File: src/rtl/spi_cmd_pkg.sv
// ============================================================
// spi_cmd_pkg: shared types and header layout for spi_cmd_ctrl
// Revision: 1.0
// ============================================================
`default_nettype none

package spi_cmd_pkg;

    localparam int HDR_WIDTH    = 16;
    localparam int HDR_OP_MSB   = 15;
    localparam int HDR_OP_LSB   = 14;
    localparam int HDR_ADDR_MSB = 13;
    localparam int HDR_ADDR_LSB = 8;
    localparam int HDR_LEN_MSB  = 7;
    localparam int HDR_LEN_LSB  = 0;
    localparam int CNT_WIDTH    = 8;

    typedef enum logic [1:0] {
        OP_ILL    = 2'b00,
        OP_WRITE  = 2'b01,
        OP_READ   = 2'b10,
        OP_STATUS = 2'b11
    } opcode_e;

    typedef enum logic [2:0] {
        IDLE    = 3'd0,
        WR_DATA = 3'd1,
        WR_REG  = 3'd2,
        RD_REG  = 3'd3,
        TX_LOAD = 3'd4,
        TX_WAIT = 3'd5,
        TX_GAP  = 3'd6,
        DRAIN   = 3'd7
    } state_e;

    typedef struct packed {
        opcode_e                           op;
        logic [HDR_ADDR_MSB:HDR_ADDR_LSB]  addr;
        logic [HDR_LEN_MSB:HDR_LEN_LSB]    len;
    } header_t;

    function automatic logic [CNT_WIDTH-1:0] sat_inc(input logic [CNT_WIDTH-1:0] v);
        return (v == {CNT_WIDTH{1'b1}}) ? v : v + 1'b1;
    endfunction

endpackage

`default_nettype wire

File: src/rtl/sync_2ff.sv
// ============================================================
// sync_2ff: generic two-flop synchronizer with reset value
// Revision: 1.0
// ============================================================
`default_nettype none

module sync_2ff #(
    parameter int               WIDTH   = 1,
    parameter logic [WIDTH-1:0] RST_VAL = '0
) (
    input  logic             clk,
    input  logic             rst_n,
    input  logic [WIDTH-1:0] d,
    output logic [WIDTH-1:0] q
);

    logic [WIDTH-1:0] meta;

    always_ff @(posedge clk or negedge rst_n) begin
        if (!rst_n) begin
            meta <= RST_VAL;
            q    <= RST_VAL;
        end else begin
            meta <= d;
            q    <= meta;
        end
    end

endmodule

`default_nettype wire

File: src/rtl/spi_cmd_ctrl.sv
// ============================================================
// spi_cmd_ctrl: SPI header-driven register burst sequencer
// Revision: 1.0
// ============================================================
`default_nettype none

module spi_cmd_ctrl
    import spi_cmd_pkg::*;
#(
    parameter int DATA_SIZE  = 16,
    parameter int ADDR_WIDTH = 6,
    parameter int LEN_WIDTH  = 8,
    parameter int GAP_CYCLES = 2
) (
    input  logic                  clk,
    input  logic                  rst_n,
    input  logic                  cs,
    input  logic                  rx_valid,
    input  logic [DATA_SIZE-1:0]  rx_data,
    output logic                  tx_valid,
    output logic [DATA_SIZE-1:0]  tx_data,
    input  logic                  tx_ready,
    output logic                  reg_req,
    output logic                  reg_we,
    output logic [ADDR_WIDTH-1:0] reg_addr,
    output logic [DATA_SIZE-1:0]  reg_wdata,
    input  logic [DATA_SIZE-1:0]  reg_rdata,
    input  logic                  reg_ack,
    output logic                  busy
);

    localparam int GW = (GAP_CYCLES > 1) ? $clog2(GAP_CYCLES) : 1;

    state_e                 state;
    logic                   cs_s;
    logic                   cs_s_q;
    logic                   rx_v1;
    logic                   rx_v2;
    logic [LEN_WIDTH-1:0]   remaining;
    logic [CNT_WIDTH-1:0]   frame_cnt;
    logic [CNT_WIDTH-1:0]   err_cnt;
    logic [GW-1:0]          gap_cnt;
    logic                   is_status;
    logic                   overrun;
    logic                   abort_pend;

    header_t                hdr;
    logic                   word_evt;
    logic                   cs_rise;
    logic                   abort_now;
    logic                   ovr_now;
    logic                   ill_now;
    logic                   err_inc;
    logic                   stop;
    logic                   last_word;
    logic                   gap_done;

    sync_2ff #(
        .WIDTH   (1),
        .RST_VAL (1'b1)
    ) u_cs_sync (
        .clk   (clk),
        .rst_n (rst_n),
        .d     (cs),
        .q     (cs_s)
    );

    assign hdr  = rx_data[HDR_WIDTH-1:0];
    assign busy = (state != IDLE);

    always_comb begin
        word_evt  = rx_v1 & ~rx_v2 & ~cs_s;
        cs_rise   = cs_s & ~cs_s_q;
        abort_now = cs_rise && (state != IDLE) && (state != DRAIN);
        ovr_now   = word_evt && (state == WR_REG) && !overrun && !abort_pend;
        ill_now   = word_evt && (state == IDLE) &&
                    ((hdr.op == OP_ILL) || ((hdr.op != OP_STATUS) && (hdr.len == '0)));
        // A frame contributes at most one error, whichever is seen first
        err_inc   = ill_now | ovr_now | (abort_now & ~overrun & ~abort_pend);
        stop      = abort_now | abort_pend;
        last_word = (remaining == LEN_WIDTH'(1));
        gap_done  = (int'(gap_cnt) + 1 >= GAP_CYCLES);
    end

    always_ff @(posedge clk or negedge rst_n) begin
        if (!rst_n) begin
            state      <= IDLE;
            cs_s_q     <= 1'b1;
            rx_v1      <= 1'b0;
            rx_v2      <= 1'b0;
            remaining  <= '0;
            frame_cnt  <= '0;
            err_cnt    <= '0;
            gap_cnt    <= '0;
            is_status  <= 1'b0;
            overrun    <= 1'b0;
            abort_pend <= 1'b0;
            tx_valid   <= 1'b0;
            tx_data    <= '0;
            reg_req    <= 1'b0;
            reg_we     <= 1'b0;
            reg_addr   <= '0;
            reg_wdata  <= '0;
        end else begin
            rx_v1  <= rx_valid;
            rx_v2  <= rx_v1;
            cs_s_q <= cs_s;

            if (err_inc) err_cnt <= sat_inc(err_cnt);
            if (ovr_now) overrun <= 1'b1;

            case (state)
                IDLE: begin
                    overrun    <= 1'b0;
                    abort_pend <= 1'b0;
                    if (word_evt) begin
                        reg_addr  <= ADDR_WIDTH'(hdr.addr);
                        remaining <= LEN_WIDTH'(hdr.len);
                        is_status <= 1'b0;
                        if (ill_now) begin
                            state <= DRAIN;
                        end else if (hdr.op == OP_WRITE) begin
                            state <= WR_DATA;
                        end else if (hdr.op == OP_READ) begin
                            reg_req <= 1'b1;
                            reg_we  <= 1'b0;
                            state   <= RD_REG;
                        end else begin
                            // tx_valid is raised on entry so it appears one cycle after the trigger
                            is_status <= 1'b1;
                            tx_data   <= DATA_SIZE'({frame_cnt, err_cnt});
                            tx_valid  <= 1'b1;
                            state     <= TX_LOAD;
                        end
                    end
                end

                WR_DATA: begin
                    if (abort_now) begin
                        state <= IDLE;
                    end else if (word_evt) begin
                        reg_wdata <= rx_data;
                        reg_req   <= 1'b1;
                        reg_we    <= 1'b1;
                        state     <= WR_REG;
                    end
                end

                WR_REG: begin
                    if (abort_now) abort_pend <= 1'b1;
                    if (reg_ack) begin
                        reg_req   <= 1'b0;
                        reg_addr  <= reg_addr + ADDR_WIDTH'(1);
                        remaining <= remaining - LEN_WIDTH'(1);
                        if (stop) begin
                            state <= IDLE;
                        end else if (overrun || ovr_now) begin
                            state <= DRAIN;
                        end else if (last_word) begin
                            frame_cnt <= sat_inc(frame_cnt);
                            state     <= IDLE;
                        end else begin
                            state <= WR_DATA;
                        end
                    end
                end

                RD_REG: begin
                    if (abort_now) abort_pend <= 1'b1;
                    if (reg_ack) begin
                        reg_req <= 1'b0;
                        if (stop) begin
                            state <= IDLE;
                        end else begin
                            tx_data  <= reg_rdata;
                            tx_valid <= 1'b1;
                            state    <= TX_LOAD;
                        end
                    end
                end

                TX_LOAD: begin
                    if (abort_now) begin
                        tx_valid <= 1'b0;
                        state    <= IDLE;
                    end else begin
                        state <= TX_WAIT;
                    end
                end

                TX_WAIT: begin
                    if (abort_now) begin
                        tx_valid <= 1'b0;
                        state    <= IDLE;
                    end else if (tx_ready) begin
                        tx_valid <= 1'b0;
                        gap_cnt  <= '0;
                        state    <= TX_GAP;
                    end
                end

                TX_GAP: begin
                    if (abort_now) begin
                        state <= IDLE;
                    end else if (gap_done) begin
                        gap_cnt <= '0;
                        if (is_status) begin
                            frame_cnt <= sat_inc(frame_cnt);
                            state     <= IDLE;
                        end else begin
                            reg_addr  <= reg_addr + ADDR_WIDTH'(1);
                            remaining <= remaining - LEN_WIDTH'(1);
                            if (last_word) begin
                                frame_cnt <= sat_inc(frame_cnt);
                                state     <= IDLE;
                            end else begin
                                reg_req <= 1'b1;
                                reg_we  <= 1'b0;
                                state   <= RD_REG;
                            end
                        end
                    end else begin
                        gap_cnt <= gap_cnt + GW'(1);
                    end
                end

                DRAIN: begin
                    if (cs_s) state <= IDLE;
                end

                default: state <= IDLE;
            endcase
        end
    end

endmodule

`default_nettype wire
File: config.mk
export PLATFORM = sky130hd
export DESIGN_NAME = spi_cmd_ctrl
export DESIGN_NICKNAME = d
export VERILOG_FILES = /design/src/rtl/spi_cmd_pkg.sv /design/src/rtl/sync_2ff.sv /design/src/rtl/spi_cmd_ctrl.sv
export SDC_FILE = /design/constraint.sdc
export NUM_CORES = 1
export LEC_CHECK = 0
export ABC_AREA = 0
export CAP_MARGIN = 5
export CORE_MARGIN = 4
export CORE_UTILIZATION = 55
export DETAILED_ROUTE_END_ITERATION = 7
export PLACE_DENSITY = 0.84
export RECOVER_POWER = 100
export SLEW_MARGIN = 20
export SYNTH_ARGS = -nofsm -noshare
export SYNTH_HDL_FRONTEND = slang
export SYNTH_SLANG_ARGS = --single-unit
File: constraint.sdc
create_clock -name clk -period 5 [get_ports clk]
set_input_delay 1.25 -clock clk [delete_from_list [all_inputs] [get_ports clk]]
set_output_delay 1.25 -clock clk [all_outputs]
set_load 0.02 [all_outputs]
Yosys cells after proc, flatten, opt, wreduce, memory -nomap -nowiden
Cells that the tools add are included.
{ "op_classes": {"add_sub_neg": 6, "n_lt_le_gt_ge": 1, "n_eq_ne": 39, "n_mux": 91, "bitwise": 15, "reduce_logical": 38} }
{ "op_table": {"columns": ["operator", "n"], "rows": [
  ["8-bit two-way mux", 13],
  ["16-bit two-way mux", 6],
  ["3-bit two-way mux", 17],
  ["1-bit two-way mux", 38],
  ["2-bit != test, second input constant", 19],
  ["16-bit one-hot mux with 2 select lines", 1],
  ["6-bit two-way mux", 5],
  ["3-bit one-hot mux with 8 select lines", 1],
  ["8-bit one-hot mux with 3 select lines", 1],
  ["6-bit one-hot mux with 3 select lines", 1],
  ["8-bit by 1-bit adder with 8-bit output, second input constant", 2],
  ["8-bit equality test, second input constant", 2],
  ["8-bit one-hot mux with 2 select lines", 1],
  ["7-bit AND reduction", 2],
  ["3-bit equality test, second input constant", 4],
  ["3-bit != test, second input constant", 4],
  ["12-bit AND reduction", 1],
  ["6-bit AND reduction", 2],
  ["11-bit AND reduction", 1],
  ["2-bit nonzero test", 5],
  ["9-bit AND reduction", 1],
  ["3-bit nonzero test", 3],
  ["8-bit by 1-bit equality test with 1-bit output, second input constant", 1],
  ["1-bit logical AND", 8],
  ["27 further kinds", 51]
]} }
{ "totals": {"reg_bits": 77, "input_bits": 38, "output_inout_bits": 42, "elab_cells": 209} }

Longest topological paths before layout
Gate-level depths: netlist of run 1.
{ "depth": {"depth_word": 11, "ltp_mapped": 8} }

By module
From an unflattened synthesis of run 1, not the netlist that was laid out.
{ "hier_totals": {"cells_unflattened": 380, "hier_area_um2": 4055.1} }
{ "modules_own_cells": {"columns": ["mod", "n_inst", "cells_per_inst", "area_per_inst_um2", "seq_area_each_um2"], "rows": [
  ["spi_cmd_ctrl", 1, 378, 4002.6, 1878.1],
  ["sync_2ff", 1, 2, 52.6, 52.6]
]} }

Worst setup path after synthesis of run 1
OpenSTA, ideal clock, no wires.
{ "synth_path": {"path_type": "input to register", "start": "in rx_data[14]", "end": "reg tx_data[10]", "setup_time_ns": 0.125, "t_arrival_ns": 2.721, "slack_ns": 2.154, "stages": 7, "path_buffers": 1, "cell_sequence": "inv_1 ha_1 a31o_2 o31a_1 nor2_2 buf_6 mux2_2"} }
{ "synth_via": {"elab_chain_len": 6, "elab_cells_between_ends": 11, "classes_between": "6 x eq/ne; 5 x reduce/logical"} }
{ "synth_lines": {"columns": ["element", "line_no", "source"], "rows": [
  ["start: declaration", "spi_cmd_ctrl.sv:19", "input logic [DATA_SIZE-1:0] rx_data,"],
  ["2-bit != test", "spi_cmd_ctrl.sv:77", "((hdr.op == OP_ILL) || ((hdr.op != OP_STATUS) && (hdr.len == '0)));"],
  ["1-bit logical AND", "spi_cmd_ctrl.sv:77", null],
  ["1-bit logical OR", "spi_cmd_ctrl.sv:77", null],
  ["1-bit logical AND", "spi_cmd_ctrl.sv:76", "ill_now = word_evt && (state == IDLE) &&"],
  ["2-bit != test (no line)", null, null],
  ["7-bit AND reduction (no line) (*)", null, null],
  ["end signal: assignment", "spi_cmd_ctrl.sv:131", "tx_data <= DATA_SIZE'({frame_cnt, err_cnt});"],
  ["end signal: assignment", "spi_cmd_ctrl.sv:175", "tx_data <= reg_rdata;"],
  ["end: declaration", "spi_cmd_ctrl.sv:21", "output logic [DATA_SIZE-1:0] tx_data,"]
]} }
Every way passes the cells marked *; elsewhere a longest branch is shown, timed or not.
A chain may end at the register's enable or synchronous reset.

Final worst setup path of run 1
{ "layout_path": {"start": "in rx_data[14]", "end": "reg tx_data[13]"} }
The elaborated chain is that of the path after synthesis.

==> results by group, run 1 <==
Status
  • Status: complete, but fails checks
  • Failing checks: capacitance limit, slew limit

STA
  • RSZ-0062 raised after global routing: false
  • Skew final: 0.009116 ns
  • Fin crit share: 78.73%
  • Setup TNS: 0 ns
  • Tmin final: 3.936 ns
  • Fmax achieved: 254.0 MHz
  • Worst Slack Setup Final: 1.064 ns
  • Slew Viols, Final: 78
  • Slew @ Worst Pin: 1.872 ns
  • Final Setup Violations: 0
  • Slew margin rel.: -24.77%
  • Final Hold Viols: 0
  • Hold WS: 0.3645 ns

Drt
  • Via density: 5.912
  • DRC violations left: 0
  • Vias: 3,346
  • Antenna viol nets, final: 0
  • Total wire length: 9.572 mm
  • Routed WL per cell: 16.91 um
  • 1st-iter DRT viols: 249
  • DR pass1 iterations: 5

Finish
  • FF/Latch Area: 1931 um2
  • Most common cell after layout, fill and taps aside: dfrtp_1
  • Most frequent cells in the layout: 74 x dfrtp_1, 52 x mux2_2, 46 x dlygate4sd3_1, 32 x clkdlybuf4s50_1, 31 x nor2_1
  • Final instance area: 5127 um2
  • P&R area growth vs syn: 24.71%
  • Finished Layout Cells: 566
  • # diodes: 0
  • Multi-input logic area: 2021 um2
  • Fillers: 536
  • Layout Utilization: 70.69%
  • Ratio of cells with drive above 1 in the final layout: 16.49%
  • NumNets Final: 509

Synthesis
  • Syn Std Cell Area: 4111 um2
  • Syn_area_per_cell: 10.49 um2
  • Main combinational cell family by area after synthesis: multiplexers
  • Area leader, netlist: dfrtp_1
  • Ys flop type: dfrtp_1
  • Total number of yosys warnings: 0
  • Mapped Cells: 392
  • Sequential element share of the synthesized area: 46.96%
  • Number of enable flip-flop cells after synthesis: 0
  • Synthesized Nets: 439
  • Simple-Gate Fraction of Synth Area: 15.09%
  • Synth Area in Compound Gates: 14.15%
  • Synth top area share: 45.04%
  • Synth unique cells: 64
  • Mux cell area share after synthesis: 15.37%
  • Synth Area in Adders: 2.739%
  • Synth top area cells: dfrtp_1 45%, mux2_2 14%, o21ai_0 2.9%
  • Xor and xnor area share after synthesis: 2.130%
  • Fraction of registers with async set/reset: 100.0%
  • Post-synthesis register bit count: 77

Power
  • Sequential power share: 37.9%
  • Comb pwr share: 44.4%
  • Power Total: 2.923 mW
  • Switching fraction of total power: 39.20%
  • Clock share of power: 17.8%
  • Max VDD drop: 313.6 uV
  • Sw Pwr: 1.146 mW
  • Internal power: 1.777 mW
  • Power per Cell Area: 570.1 nW/um2
  • Leakage: 2.116 nW

Place
  • Port bufs: 79
  • Placed Cells: 550
  • Placer congestion estimate: 0.9349
  • DP HPWL: 6.679 mm
  • Pre-CTS WS: 1.171 ns
  • Placed Area: 4926 um2

Die
  • Top-Level Pins: 80
  • Starting Density: 56.68%
  • # rows: 31
  • Core area: 7253 um2
  • Die Wd: 94.46 um
  • Die area: 8923 um2
  • Die height: 94.46 um

Global route
  • Global route overflow: 0
  • Total GRT Usage: 22.54%
  • First-pass GRT wire length: 15.84 mm
  • Initial antenna violation count: 0
  • Pin count of the biggest net entering global routing: 78
  • Number of global-route vias before repair: 3,366

Clock network
  • Clock Sinks: 77
  • Root Buffer Master: clkbuf_8
  • Gates resized, CTS repair: 0
  • Clock Pin Slew Worst Setup and Hold Paths: 0.07 ns
  • CTS tree: yes
  • Total CTS buffers: 9
  • Post-CTS Setup Bufs: 0
  • Clock Tree Buf Depth: 2
  • H-tree levels: 3
  • Clock latency on the worst-skew pair: 0.35 ns
  • CTS Hold Bufs: 0

Critical path
  • Critical path startpoint category: input port
  • Critical Path RT: 5.23 ns
  • Worst path max stage delay: 1.04 ns
  • Crit-path slowest cell: nor2_1
  • Worst setup EP type: register
  • Worst-path cell chain: dlygate4sd3_1 -> inv_1 -> ha_1 -> a31o_2 -> o31a_1 -> nor2_1 -> mux2_2
  • Setup CP Type: input port to register
  • Data arrival, critical path: 4.17 ns
  • CP Max Fanout: 16

Flow run
  • Max Cap Violations: 1

Worst hold path
  • Worst Hold Class: register to register
==> worst max-delay path: cells and delay by family <==
family	cells	cell delay (ns)
and+or+nand+nor	1	1.04
buffers and inverters	2	0.70
AOI/OAI and AO/OA	2	0.53
muxes	1	0.43
adders and majority gates	1	0.21
==> per-layer routing <==
| metal | vias to the layer above | routed length [um] | track usage (%) |
|---|---|---|---|
| met1 | 1621 | 3946 | 27.70 |
| met5 | - | 0 | 0 |
| li1 | 1563 | - | - |
| met4 | 0 | 212 | 8.413 |
| met3 | 21 | 766 | 5.259 |
| met2 | 141 | 4646 | 38.59 |
==> cells by family after synthesis <==
family / Yosys count
adders and majority gates: 9
xor gates and xnor gates: 10
and+or+nand+nor: 119
DFF: 77
AOI/OAI and AO/OA: 90
muxes: 56
buffers and inverters: 31
==> final cells by class <==
cell class / instances / share of cell area [%]
multi-input combinational: 284 / 39.41
tap: 99 / 2.416
sequential: 77 / 37.65
clock buffer: 13 / 2.904
inverter: 9 / 0.6589
timing repair buffer: 81 / 15.62
clock inverter: 3 / 1.342
==> synthesized netlist by cell type, types with 6 or more instances <==
master / count
dfrtp_1: 74
mux2_2: 52
nand2_1: 30
nor2_1: 30
o21ai_0: 24
a21oi_1: 22
nand3_1: 14
clkbuf_1: 10
ha_1: 9
inv_1: 9
o211ai_1: 7
xnor2_1: 7
buf_2: 6
==> final timing paths <==
check / depth (start not counted) / from / slack [ns] / endpoint
worst max-delay path: 7 / rx_data[14] / 1.06 / tx_data[13]
worst min-delay path: 0 / u_cs_sync.meta / 0.36 / u_cs_sync.q
worst max register to register: 6 / state[2] / 1.89 / tx_data[13]
worst min register to register: 0 / u_cs_sync.meta / 0.36 / u_cs_sync.q
max in group asynchronous: 1 / rst_n / 2.48 / reg_req
min in group asynchronous: 1 / rst_n / 1.40 / reg_wdata[0]
==> power groups by stage <==
stage	Sequential [mW]	Clock [mW]	Combinational [mW]
2_1_floorplan	1.21	0	0.747
3_3_place_gp	1.10	0	1.33
3_5_place_dp	1.12	0	1.36
4_1_cts	1.11	0.529	1.37
5_1_grt	1.15	0.553	1.42
6_report	1.11	0.520	1.30
==> state kept, by name, summed over array words and instances, names as in the netlist, 3 cells and up <==
name       flops
state          3
reg_wdata     16
frame_cnt      8
reg_addr       6
remaining      8
err_cnt        8
tx_data       16
Note: power is estimated with default switching activity, not from simulation.
==> run 2, diff against run 1 <==
Settings changed: CORE_UTILIZATION 55 to 52, PLACE_DENSITY 0.84 to 0.8.
Clock period 5 ns to 3.7 ns, I/O delays scaled along.
==> run 2 against run 1 <==
The flow still finishes with violations (capacitance limit, slew limit). Non-clock buffer count is 7 higher. Wire length decreased by 4.2%. First-iteration DRC count is 22% lower. Critical path depth did not move. Global-route usage fell by 2.2 points. Sequential power is 28% higher. Hold slack got worse by 0.0024 ns.
==> results by group, run 2 (synthesis gave the netlist of run 1 again) <==
Clock network
  • Clock Pin Slew Worst Setup and Hold Paths: 0.07 ns (about the same)
  • Total CTS buffers: 9 (unchanged)
  • Root Buffer Master: clkbuf_8
  • Clock Sinks: 77 (unchanged)
  • Clock Tree Buf Depth: 2 (unchanged)
  • Post-CTS Setup Bufs: 0 (unchanged)
  • CTS Hold Bufs: 0 (unchanged)
  • H-tree levels: 3 (unchanged)
  • Gates resized, CTS repair: 0 (unchanged)
  • Clock latency on the worst-skew pair: 0.35 ns (about the same)
  • CTS tree: yes

Finish
  • Layout Utilization: 66.42% (-4.3 points)
  • P&R area growth vs syn: 24.83% (about the same)
  • Most frequent cells in the layout: 74 x dfrtp_1, 52 x mux2_2, 46 x dlygate4sd3_1, 32 x clkdlybuf4s50_1
  • NumNets Final: 516 (+1.4%)
  • Biggest regs: reg_wdata x16, tx_data x16
  • # diodes: 0 (unchanged)
  • Most common cell after layout, fill and taps aside: dfrtp_1
  • Ratio of cells with drive above 1 in the final layout: 17.51% (+1.0 points)

Drt
  • DR pass1 iterations: 4 (-1)
  • 1st-iter DRT viols: 195 (-22%)
  • Vias: 3,324 (-0.66%)
  • Routed WL per cell: 15.91 um (-5.9%)
  • Via density: 5.771 (-2.4%)
  • Total wire length: 9.167 mm (-4.2%)
  • Antenna viol nets, final: 0 (unchanged)
  • DRC violations left: 0 (unchanged)

Global route
  • First-pass GRT wire length: 15.84 mm (unchanged)
  • Initial antenna violation count: 0 (unchanged)
  • Global route overflow: 0 (unchanged)
  • Total GRT Usage: 20.33% (-2.2 points)
  • Pin count of the biggest net entering global routing: 78 (unchanged)
  • Number of global-route vias before repair: 3,290 (-2.3%)

Critical path
  • CP Max Fanout: 7 (-9)
  • Critical Path Start: rx_data[14]
  • Worst R2R Setup Slack: 1.21 ns (-0.68 ns)
  • Crit path max-delay family: simple AND/OR/NAND/NOR gates
  • Critical path startpoint category: input port
  • Worst setup EP type: register
  • Worst-path cell chain: dlygate4sd3_1 -> ha_1 -> nor4_1 -> a31o_2 -> and2_0 -> o21ai_0 -> mux2_4
  • Crit Reg-Reg Endpoint: reg_addr[0]
  • Critical path endpoint: err_cnt[1]
  • Data arrival, critical path: 3.18 ns (-0.99 ns)
  • Critical Path RT: 3.94 ns (-1.29 ns)
  • Reg2Reg Depth: 7 (+1)
  • Crit-path slowest cell: dlygate4sd3_1
  • R2r startpoint: state[1]
  • Crit. path cell count: 7 (unchanged)
  • Worst path max stage delay: 0.59 ns (-0.45 ns)
  • Setup CP Type: input port to register
  • CP bufs+invs: 1 (-1)

STA
  • Hold WS: 0.3621 ns (-0.002419 ns)
  • Fin crit share: 79.44%
  • Setup TNS: 0 ns (unchanged)
  • Final Setup Violations: 0 (unchanged)
  • Fmax achieved: 340.2 MHz
  • Slew margin rel.: -27.01% (-2.2 points)
  • Worst Slack Setup Final: 0.7608 ns (-0.3028 ns)
  • Tmin final: 2.939 ns
  • Skew final: 0.01207 ns (+0.002957 ns)
  • Slew Viols, Final: 78 (unchanged)
  • Slew @ Worst Pin: 1.905 ns (+0.03352 ns)
  • Final Hold Viols: 0 (unchanged)
  • RSZ-0062 raised after global routing: false

Place
  • DP HPWL: 6.548 mm (-2.0%)
  • Pre-CTS WS: 0.5868 ns (-0.5838 ns)
  • Placer congestion estimate: 0.8814 (-5.7%)
  • Port bufs: 79 (unchanged)

Die
  • # rows: 32 (+3.2%)
  • Die Wd: 96.92 um (+2.6%)
  • Die area: 9393 um2 (+5.3%)
  • Core area: 7727 um2 (+6.5%)
  • Starting Density: 53.21% (-3.5 points)
  • Top-Level Pins: 80 (unchanged)
  • Die height: 96.92 um (+2.6%)

Power
  • Power per Cell Area: 748.2 nW/um2 (+31%)
  • Max VDD drop: 375.8 uV (+20%)
  • Power Total: 3.840 mW (+31%)
  • Leakage: 2.128 nW (+0.55%)

Status
  • Status: complete, but fails checks
  • Failing checks: capacitance limit, slew limit

Worst hold path
  • Worst Hold Class: register to register

Flow run
  • Max Cap Violations: 1 (unchanged)
[run 2: per-layer routing]
layer	part of all wire, %	wire length, um	GRT usage [%]	vias up
li1	-	-	-	1587
met1	43	3933	26.46	1586
met2	48	4389	32.06	132
met3	6.2	569	5.624	19
met4	3.0	274	8.315	0
met5	0	0	0	-
[run 2: final cells by class]
| cell class | instances | area (um2) |
|---|---|---|
| timing repair buffer | 88 | 849.6 |
| multi-input combinational | 284 | 2018 |
| clock buffer | 14 | 162.7 |
| clock inverter | 2 | 10.01 |
| sequential | 77 | 1931 |
| fill | 611 | 2595 |
| tap | 102 | 127.6 |
| inverter | 9 | 33.78 |
[run 2: power by group]
part	internal (mW)	switching (mW)
clock network	0.279	0.292
registers	1.16	0.257
logic	0.875	0.975
[run 2: stage by stage]
stage	area [um2]	instances
finish	5132	576
global route	5132	576
floorplan	4111	392
CTS	5155	576
detailed placement	4982	560
global placement	4982	560
[run 2: how the worst min path moves through the flow]
stage	cells after the start	from	end
global route	0	u_cs_sync.meta	u_cs_sync.q
finish	0	u_cs_sync.meta	u_cs_sync.q
global placement	0	u_cs_sync.meta	u_cs_sync.q
detailed placement	0	u_cs_sync.meta	u_cs_sync.q
floorplan	0	u_cs_sync.meta	u_cs_sync.q
CTS	0	u_cs_sync.meta	u_cs_sync.q
[run 2: worst reg2reg max path, stage by stage (launching register included)]
cell and delay, ns:
dfrtp_1 0.40, buf_4 0.24, or4b_1 0.57, a21o_1 0.27, a21oi_1 0.15, clkbuf_1 0.44, o21ai_0 0.16, o21ai_0 0.17
==> run 3, diff against run 2 <==
Settings changed: CORE_UTILIZATION 52 to 47, PLACE_DENSITY 0.8 to 0.76.
Clock period 3.7 ns to 2.6 ns, I/O delays scaled along.
==> run 3 against run 2 <==
The run now ends clean. Die area increased by 9.7%. Global-route usage decreased by 1.4 points. Hold slack improved by 0.0014 ns. Register-to-register slack got worse by 0.99 ns. Combinational power increased by 43%. Clock skew decreased by 0.0026 ns. Non-clock buffer count increased by 15. Total power increased by 49%. Clock-buffer cell count decreased by 1. Critical path depth decreased by 4. Sequential power increased by 45%. Critical path type is now register to output port. Critical endpoint is now busy. Largest cell class unchanged.
==> results by group, run 3 (synthesis gave the netlist of run 1 again) <==
Status
  • Status: finished clean

Die
  • Die Wd: 101.5 um (+4.8%)
  • Die height: 101.5 um (+4.8%)
  • Core area: 8382 um2 (+8.5%)
  • Starting Density: 49.05% (-4.2 points)
  • Top-Level Pins: 80 (unchanged)
  • Die area: 10,310 um2 (+9.7%)
  • # rows: 33 (+3.1%)

Critical path
  • Data arrival, critical path: 1.82 ns (-1.36 ns)
  • Setup CP Type: register to output port
  • CP Max Fanout: 10 (+3)
  • Critical path startpoint category: register
  • Worst setup EP type: output port
  • Critical Path RT: 1.95 ns (-1.99 ns)

Clock network
  • Total CTS buffers: 9 (unchanged)
  • Clock Pin Slew Worst Setup and Hold Paths: 0.08 ns (about the same)
  • Root Buffer Master: clkbuf_8
  • Clock Sinks: 77 (unchanged)
  • CTS tree: yes
  • Clock latency on the worst-skew pair: 0.35 ns (about the same)
  • Clock Tree Buf Depth: 2 (unchanged)
  • CTS Hold Bufs: 0 (unchanged)
  • H-tree levels: 3 (unchanged)

Finish
  • Final instance area: 5305 um2 (+3.4%)
  • P&R area growth vs syn: 29.03%
  • Ratio of cells with drive above 1 in the final layout: 19.63% (+2.1 points)
  • Most common cell after layout, fill and taps aside: dfrtp_1
  • Biggest regs: reg_wdata x16, tx_data x16
  • NumNets Final: 531 (+2.9%)
  • Most frequent cells in the layout: 72 x dfrtp_1, 52 x mux2_2, 44 x dlygate4sd3_1, 34 x clkdlybuf4s50_1
  • Finished Layout Cells: 595 (+3.3%)

STA
  • Slew @ Worst Pin: 1.083 ns (-0.8225 ns)
  • Slew Viols, Final: 0 (-100%)
  • Skew final: 0.009430 ns (-0.002643 ns)
  • Final Hold Viols: 0 (unchanged)
  • Fmax achieved: 404.1 MHz
  • Slew margin rel.: 27.83% (+55 points)
  • Hold WS: 0.3635 ns (+0.001376 ns)
  • Worst Slack Setup Final: 0.1251 ns (-0.6357 ns)
  • Final Setup Violations: 0 (unchanged)
  • Fin crit share: 95.19%
  • Tmin final: 2.475 ns
  • RSZ-0062 raised after global routing: false

Drt
  • 1st-iter DRT viols: 197 (+1.0%)
  • Routed WL per cell: 15.88 um (-0.24%)
  • Via density: 5.692 (-1.4%)
  • Total wire length: 9.447 mm (+3.1%)
  • Antenna viol nets, final: 0 (unchanged)
  • DR pass1 iterations: 5 (+1)
  • DRC violations left: 0 (unchanged)
  • Vias: 3,387 (+1.9%)

Place
  • Placed Area: 5124 um2 (+2.8%)
  • Pre-CTS WS: -0.1298 ns (-0.7166 ns)
  • Placer congestion estimate: 0.8979 (+1.9%)
  • Port bufs: 79 (unchanged)
  • Placed Cells: 578 (+3.2%)
  • DP HPWL: 6.872 mm (+5.0%)

Global route
  • Initial antenna violation count: 1 (+1)
  • Global Route met1 Usage: 23.67% (-2.8 points)
  • Grt peak-use layer: met2
  • Pin count of the biggest net entering global routing: 44 (-44%)
  • First-pass GRT wire length: 15.72 mm (-0.74%)
  • Met3 usage: 5.096% (-0.53 points)
  • Total GRT Usage: 18.95% (-1.4 points)
  • Global route overflow: 0 (unchanged)
  • Number of global-route vias before repair: 3,360 (+2.1%)
  • Met2 usage: 32.39% (+0.33 points)

Power
  • Power per Cell Area: 1081 nW/um2 (+45%)
  • Max VDD drop: 551.7 uV (+47%)
  • Leakage: 2.207 nW (+3.7%)

Flow run
  • Max Cap Violations: 0 (-1)

Worst hold path
  • Worst Hold Class: register to register
run 3: cell count changes in the layout (fill, tap and decap cells not counted), moves of 2 or more:
cell | before | now
buf_4 | 8 | 15
clkbuf_1 | 4 | 8
bufinv_16 | 0 | 2
clkdlybuf4s50_1 | 32 | 34
clkinv_2 | 2 | 0
dfrtp_1 | 74 | 72
dfrtp_2 | 0 | 2
dlygate4sd3_1 | 46 | 44
run 3: report_power, final:
part | leakage, nW | total [mW] | internal, mW | switching, mW
Sequential | 0.924 | 2.06 | 1.66 | 0.408
Combinational | 1.17 | 2.65 | 1.29 | 1.36
Clock | 0.110 | 1.03 | 0.594 | 0.432
run 3: cell type report:
cell class                      instances  area (um2)
Fill cell                             668        3077
Tap cell                              105       131.4
Inverter                                9       33.78
Multi-Input combinational cell        284        2024
Antenna cell                            1       2.502
Clock inverter                          3       67.56
Clock buffer                           13       158.9
Sequential cell                        77        1933
Timing Repair Buffer                  103       953.4
run 3: final timing paths:
check | endpoint | depth (start not counted) | from | slack [ns]
max | busy | 3 | state[0] | 0.13
min | u_cs_sync.q | 0 | u_cs_sync.meta | 0.36
max reg2reg | frame_cnt[1] | 5 | u_cs_sync.q | 0.22
min reg2reg | u_cs_sync.q | 0 | u_cs_sync.meta | 0.36
max in group asynchronous | state[0] | 2 | rst_n | 0.62
min in group asynchronous | reg_wdata[3] | 1 | rst_n | 0.49
run 3: stage by stage:
| step | util, % | setup TNS [ns] | power (mW) |
|---|---|---|---|
| floorplan | - | 0 | 3.755 |
| global placement | 61.13 | -0.9716 | 4.793 |
| detailed placement | 61.13 | -1.933 | 4.872 |
| CTS | 63.91 | 0 | 5.927 |
| global route | 63.29 | 0 | 6.126 |
| finish | 63.29 | 0 | 5.737 |
run 3: critical path, cell delays in order (launching register included):
cell and delay, ns:
dfrtp_2 0.49, nor3_4 0.24, inv_1 0.17, clkdlybuf4s50_1 0.57
run 3: repair_timing:
item                       4_1_cts  5_1_grt
setup buffers                    0        0
setup endpoints to repair        1        1
gates resized for setup          1        2
run 3: routing by layer:
layer,vias to the layer above,wire (um)
met5,-,0
met4,0,189
met3,26,597
met2,144,4563
met1,1605,4096
li1,1612,-
